File: src/rtl/cond_pkg.sv
// cond_pkg: shared condition codes and NZCV flag layout for the condition unit and its reusers.
//   cond_e          ARM condition-field encodings (EQ..NV)
//   FLAG_N..FLAG_V  bit positions inside a 4-bit NZCV vector
//   FLAG_W          width of an NZCV vector
package cond_pkg;

    localparam int FLAG_W = 4;
    localparam int FLAG_N = 3;
    localparam int FLAG_Z = 2;
    localparam int FLAG_C = 1;
    localparam int FLAG_V = 0;

    typedef enum logic [3:0] {
        COND_EQ = 4'b0000,
        COND_NE = 4'b0001,
        COND_CS = 4'b0010,
        COND_CC = 4'b0011,
        COND_MI = 4'b0100,
        COND_PL = 4'b0101,
        COND_VS = 4'b0110,
        COND_VC = 4'b0111,
        COND_HI = 4'b1000,
        COND_LS = 4'b1001,
        COND_GE = 4'b1010,
        COND_LT = 4'b1011,
        COND_GT = 4'b1100,
        COND_LE = 4'b1101,
        COND_AL = 4'b1110,
        COND_NV = 4'b1111
    } cond_e;

endpackage

File: src/rtl/cond_eval.sv
// cond_eval: combinational ARM condition check of a 4-bit condition field against NZCV.
//   cond_i  in  4       condition field
//   nzcv_i  in  FLAG_W  flags to test
//   pass_o  out 1       condition passes
module cond_eval
    import cond_pkg::*;
(
    input  logic [3:0]        cond_i,
    input  logic [FLAG_W-1:0] nzcv_i,
    output logic              pass_o
);

    logic n, z, c, v;

    assign n = nzcv_i[FLAG_N];
    assign z = nzcv_i[FLAG_Z];
    assign c = nzcv_i[FLAG_C];
    assign v = nzcv_i[FLAG_V];

    always_comb begin
        pass_o = 1'b0;
        case (cond_e'(cond_i))
            COND_EQ: pass_o = z;
            COND_NE: pass_o = !z;
            COND_CS: pass_o = c;
            COND_CC: pass_o = !c;
            COND_MI: pass_o = n;
            COND_PL: pass_o = !n;
            COND_VS: pass_o = v;
            COND_VC: pass_o = !v;
            COND_HI: pass_o = c & !z;
            COND_LS: pass_o = !c | z;
            COND_GE: pass_o = n == v;
            COND_LT: pass_o = n != v;
            COND_GT: pass_o = !z & (n == v);
            COND_LE: pass_o = z | (n != v);
            COND_AL: pass_o = 1'b1;
            COND_NV: pass_o = 1'b0;
        endcase
    end

endmodule

File: src/rtl/cond_unit_pipe.sv
// cond_unit_pipe: E->M conditional-execution unit with NZCV register, save slot and E->M control registers.
//   CLK, RESET                  clock, synchronous active-high reset
//   StallE, FlushE              hold / squash the E->M registers
//   CondE, CtrlE, FlagWE        condition, raw control bits, flag write enables of the E instruction
//   ALUFlagsM                   NZCV result of the instruction in M
//   SaveFlagsE, RestoreFlagsE   save-slot capture / flags restore
//   CondExE, CtrlM              condition result, registered gated control
//   FlagsQ, SavedFlags          architectural flags, save slot
//   FlagHazardE                 E reads flags still pending in M
// Build option: define COND_FLAG_FWD_EN to forward the pending M flag write into E
// instead of raising FlagHazardE.
module cond_unit_pipe
    import cond_pkg::*;
#(
    parameter int                CTRL_W      = 3,
    parameter logic [FLAG_W-1:0] RESET_FLAGS = 4'b0000
) (
    input  logic              CLK,
    input  logic              RESET,
    input  logic              StallE,
    input  logic              FlushE,
    input  logic [3:0]        CondE,
    input  logic [CTRL_W-1:0] CtrlE,
    input  logic [1:0]        FlagWE,
    input  logic [FLAG_W-1:0] ALUFlagsM,
    input  logic              SaveFlagsE,
    input  logic              RestoreFlagsE,
    output logic              CondExE,
    output logic [CTRL_W-1:0] CtrlM,
    output logic [FLAG_W-1:0] FlagsQ,
    output logic [FLAG_W-1:0] SavedFlags,
    output logic              FlagHazardE
);

    logic [CTRL_W-1:0] ctrl_q, ctrl_d;
    logic [1:0]        flagw_q, flagw_d;
    logic              pend_q, pend_d;
    logic [FLAG_W-1:0] flags_q, flags_d, saved_q, eff_flags;

`ifdef COND_FLAG_FWD_EN
    assign eff_flags = {flagw_q[1] ? ALUFlagsM[FLAG_N:FLAG_Z] : flags_q[FLAG_N:FLAG_Z],
                        flagw_q[0] ? ALUFlagsM[FLAG_C:FLAG_V] : flags_q[FLAG_C:FLAG_V]};
    assign FlagHazardE = 1'b0;
`else
    assign eff_flags = flags_q;
    // AL and NV do not read the flags, so they never need to wait.
    assign FlagHazardE = pend_q & (CondE != COND_AL) & (CondE != COND_NV);
`endif

    cond_eval u_eval (
        .cond_i (CondE),
        .nzcv_i (eff_flags),
        .pass_o (CondExE)
    );

    assign ctrl_d  = FlushE ? '0 : CtrlE & {CTRL_W{CondExE}};
    assign flagw_d = FlushE ? '0 : FlagWE & {2{CondExE}};
    assign pend_d  = |flagw_d;

    // The M write is independent of StallE: the instruction in M has already committed.
    always_comb begin
        flags_d = flags_q;
        if (RestoreFlagsE && !StallE) begin
            flags_d = saved_q;
        end else begin
            if (flagw_q[1]) flags_d[FLAG_N:FLAG_Z] = ALUFlagsM[FLAG_N:FLAG_Z];
            if (flagw_q[0]) flags_d[FLAG_C:FLAG_V] = ALUFlagsM[FLAG_C:FLAG_V];
        end
    end

    always_ff @(posedge CLK) begin
        if (RESET) begin
            ctrl_q  <= '0;
            flagw_q <= '0;
            pend_q  <= 1'b0;
            flags_q <= RESET_FLAGS;
            saved_q <= RESET_FLAGS;
        end else begin
            if (!StallE) begin
                ctrl_q  <= ctrl_d;
                flagw_q <= flagw_d;
                pend_q  <= pend_d;
                if (SaveFlagsE) saved_q <= eff_flags;
            end
            flags_q <= flags_d;
        end
    end

    assign CtrlM      = ctrl_q;
    assign FlagsQ     = flags_q;
    assign SavedFlags = saved_q;

endmodule

File: config.mk
export PLATFORM = sky130hd
export DESIGN_NAME = cond_unit_pipe
export DESIGN_NICKNAME = d
export VERILOG_FILES = /design/src/rtl/cond_pkg.sv /design/src/rtl/cond_eval.sv /design/src/rtl/cond_unit_pipe.sv
export SDC_FILE = /design/constraint.sdc
export NUM_CORES = 1
export LEC_CHECK = 0
export CORE_MARGIN = 2
export CORE_UTILIZATION = 42
export CTS_BUF_LIST = sky130_fd_sc_hd__clkbuf_4 sky130_fd_sc_hd__clkbuf_8
export DETAILED_ROUTE_END_ITERATION = 16
export PLACE_DENSITY = 0.8
export REMOVE_ABC_BUFFERS = 1
export SKIP_LAST_GASP = 1
export SLEW_MARGIN = 20
export SYNTH_ARGS = -nofsm -noshare
export SYNTH_HDL_FRONTEND = slang
export SYNTH_HIERARCHICAL = 1
export SYNTH_SLANG_ARGS = --single-unit
export TNS_END_PERCENT = 50
File: constraint.sdc
create_clock -name CLK -period 2.2 [get_ports CLK]
set_clock_uncertainty 0.2 [all_clocks]
set_input_delay 0.44 -clock CLK [delete_from_list [all_inputs] [get_ports CLK]]
set_output_delay 0.44 -clock CLK [all_outputs]
set_load 0.005 [all_outputs]
==> results of run 1 <==
[routing by layer]
metal,part of all wire,wire [um],track usage
met5,0,0,0
met4,0.014,27,0.08824
met3,0.028,55,0.03571
met2,0.55,1073,0.3662
met1,0.41,798,0.2336
[logic make-up (layout without fill, tap and decap cells)]
group | count (synthesis) | in the layout | synth area share
AOI/OAI and AO/OA | 21 | 21 | 0.1856
muxes | 9 | 9 | 0.1237
DFF | 14 | 14 | 0.3849
buffers and inverters | 8 | 49 | 0.05497
xor gates and xnor gates | 4 | 4 | 0.04812
and+or+nand+nor | 28 | 28 | 0.2027
[Yosys cell counts]
library cell  number
dfxtp_1           14
nor2_1            10
mux2i_1            9
a21oi_1            8
nand3b_1           6
a211oi_1           5
nand2_1            5
xor2_1             3
buf_4              2
clkbuf_1           2
inv_1              2
nand2b_1           2
nor2b_1            2
o21ai_0            2
a2111oi_1          1
a311oi_1           1
a31oi_1            1
and2b_1            1
buf_2              1
clkbuf_2           1
nor3_1             1
nor4b_1            1
o22a_1             1
o22ai_1            1
o31ai_1            1
xnor2_1            1
[per-stage QoR]
| step | hold WS [ns] | power (mW) | TNS (ns) | util | std cells |
|---|---|---|---|---|---|
| 4_1_cts | 0.2713 | 0.6135 | -0.2080 | 0.6966 | 142 |
| 2_1_floorplan | 0.2491 | 0.3286 | 0 | - | 78 |
| 5_1_grt | 0.3065 | 0.6508 | -0.1672 | 0.7221 | 142 |
| 3_5_place_dp | 0.2548 | 0.4227 | -3.850 | 0.6644 | 137 |
| 6_report | 0.2648 | 0.6265 | -0.08044 | 0.7221 | 142 |
| 3_3_place_gp | 0.2486 | 0.4192 | -2.994 | 0.6644 | 137 |
[worst paths after layout]
path,to,depth (start not counted)
max,CondExE,6
min,CtrlM[0],2
max reg2reg,pend_q,8
min reg2reg,CtrlM[0],2
[flip-flops by register name (all words and copies together) (netlist names)]
name and flops:
FlagsQ 4, pend_q 1, CtrlM 3, flagw_q 2
SavedFlags 4
[cells in the final DEF, fill, tap and decap left out, types with 2 or more instances in the layout]
cell type,count
clkdlybuf4s50_1,25
dfxtp_1,12
buf_4,11
nor2_1,10
mux2i_1,9
a21oi_1,8
nand3b_1,6
nand2_1,5
a211oi_1,4
clkbuf_4,3
dfxtp_2,2
o21ai_0,2
nand2b_1,2
nor2b_1,2
clkbuf_2,2
dlygate4sd2_1,2
[layout make-up]
class,instances,share of cell area
multi-input cells,62,0.3890
repair buffers,43,0.3226
flip-flops and latches,14,0.2344
clock buffers,4,0.03008
well taps,17,0.01763
inverters,2,0.006224
[critical path: cells and delay by family, from the launching register on]
family	cells	cell delay, ns
AOI/OAI and AO/OA	3	0.49
xor gates and xnor gates	2	0.35
buffers and inverters	1	0.14
DFF	1	0.36
[where the power goes]
part / internal, mW / switching (mW) / leakage, nW
combinational: 0.0931 / 0.0683 / 0.327
sequential: 0.264 / 0.00942 / 0.115
clock: 0.101 / 0.0910 / 0.0210
total: 0.458 / 0.169 / 0.463
[repair_timing]
action / CTS / global route
pin swaps: 4 / 6
resized for setup: 13 / 12
setup buffers: 1 / 0
setup endpoints to repair: 8 / 7
==> results.md, run 1 <==
| Result | This run |
| --- | --- |
| Run status | complete, but fails checks |
| Failing checks | negative setup slack |
| Min-delay worst type | reg -> reg |
| Number of global-route vias before repair | 764 |
| Number of search-and-repair iterations in the first detailed-routing pass | 4 |
| Critical path arrival | 1.64 ns |
| P&R area growth vs syn | 65.64% |
| Average wire per cell in the routed design | 13.76 um |
| Required time at the worst-slack endpoint | 1.56 ns |
| Slew at the pin closest to its max-slew limit | 0.4681 ns |
| TritonCTS sink count | 14 |
| IO Count | 32 |
| Clock root buffer | clkbuf_4 |
| Area of the die | 2083 um2 |
| Number of hold violations in the final report | 0 |
| Biggest fanout along the worst timing path | 2 |
| Max-cap violation count | 0 |
| Kind of start point of the critical path | register |
| Clock slew seen by the registers of the worst setup and hold paths | 0.09 ns |
| PwrDens | 519.4 nW/um2 |
| Violation count after the first detailed-route iteration | 4 |
| Storage cell area | 282.8 um2 |
| Tcrit/Tclk final | 1.037 |
| Final setup margin | -0.08044 ns |
| Syn Inst Count | 84 |
| Unrepaired setup endpoints after global routing | yes |
| Endpoint type of the worst setup path | output pin |
| Floorplan core area | 1670 um2 |
| Critical Path, Cell by Cell | xor2_4 > xor2_2 > a2111oi_4 > a311oi_2 > o22ai_2 > buf_2 |
| Critical path's slowest cell | dfxtp_2 |
| Vias post-DR | 756 |
| Routability congestion estimate from global placement | 0.7532 |
| Max Root-Sink Buffers | 2 |
| CTS tree | done |
| Fraction of final layout cells sized beyond drive strength 1 | 0.2240 |
| Number of vias per cell after detailed routing | 5.324 |
| Antenna violations before repair | 0 |
| # diodes | 0 |
| Min-Delay Startpoint | CtrlM[0] |
| Critical Path Source | FlagsQ[3] |
| Port Buffers | 31 |
| Filler cells | 130 |
| GRT Overall Usage | 0.2044 |
| Relative max-transition margin | 0.6873 |
| Total global routing overflow | 0 |
| Reg-to-reg critical path startpoint | FlagsQ[3] |
| Post-DP HPWL | 1.475 mm |
| Flop and latch count out of synthesis | 14 |
| Wire length of the first global-routing pass | 3.056 mm |
| Worst voltage drop across the vdd grid | 0.3871 mV |
| Area share of the largest cell type after synthesis | 0.3849 |
| CTS Buf Count | 3 |
| Slew Limit Fails | 0 |
| Post-Synthesis Cell Area | 728.2 um2 |
| Number of warnings reported in the yosys synthesis log | 6 |
| Leading post-synthesis cells by cell area | dfxtp_1, mux2i_1, nand3b_1 |
| Post-synthesis area per instance | 8.669 um2 |
| Starting utilization of the core area | 0.4360 |
| CP max stage delay | 0.36 ns |
| Reported leakage power | 0.4626 nW |
| Rows | 15 |
| Vertical die dimension | 45.64 um |
| Post-layout net count | 145 |
| Biggest area consumer among synthesized cells | dfxtp_1 |
| Min Clock Period, post-route | 2.280 ns |
| Distinct cell type count of the synthesized netlist | 26 |
| Worst-skew pair later-pin latency | 0.29 ns |
| Post-Layout Inst Area | 1206 um2 |
| Number of H-tree levels | 1 |
| Placement Setup Slack | -0.8385 ns |
| Number of hold-repair buffers added at the cts stage | 0 |
| Critical path class | reg -> out |
| Flop2flop setup slack | 0.15 ns |
| Area taken by multi-input logic gates | 469.2 um2 |
| Area after DPL | 1110 um2 |
| Setup Viol. Count Final | 1 |
| Largest net degree at the start of global routing | 10 |
| Antenna-violating nets left | 0 |
| Chip width | 45.64 um |
| Remaining DRCs | 0 |
| Total detailed-routing wirelength | 1.954 mm |
| Timing-limited maximum frequency | 438.5 MHz |
| Sequential element share of the synthesized area | 0.3849 |
(Power assumes the default switching activity.)
==> run 2, diff against run 1 <==
--- a/config.mk
+++ b/config.mk
@@ -12,7 +12,6 @@
 export PLACE_DENSITY = 0.8
 export REMOVE_ABC_BUFFERS = 1
 export SKIP_LAST_GASP = 1
-export SLEW_MARGIN = 20
 export SYNTH_ARGS = -nofsm -noshare
 export SYNTH_HDL_FRONTEND = slang
 export SYNTH_HIERARCHICAL = 1
==> results of run 2 <==
No change in the layout: final DEF, timing and power equal those of run 1.
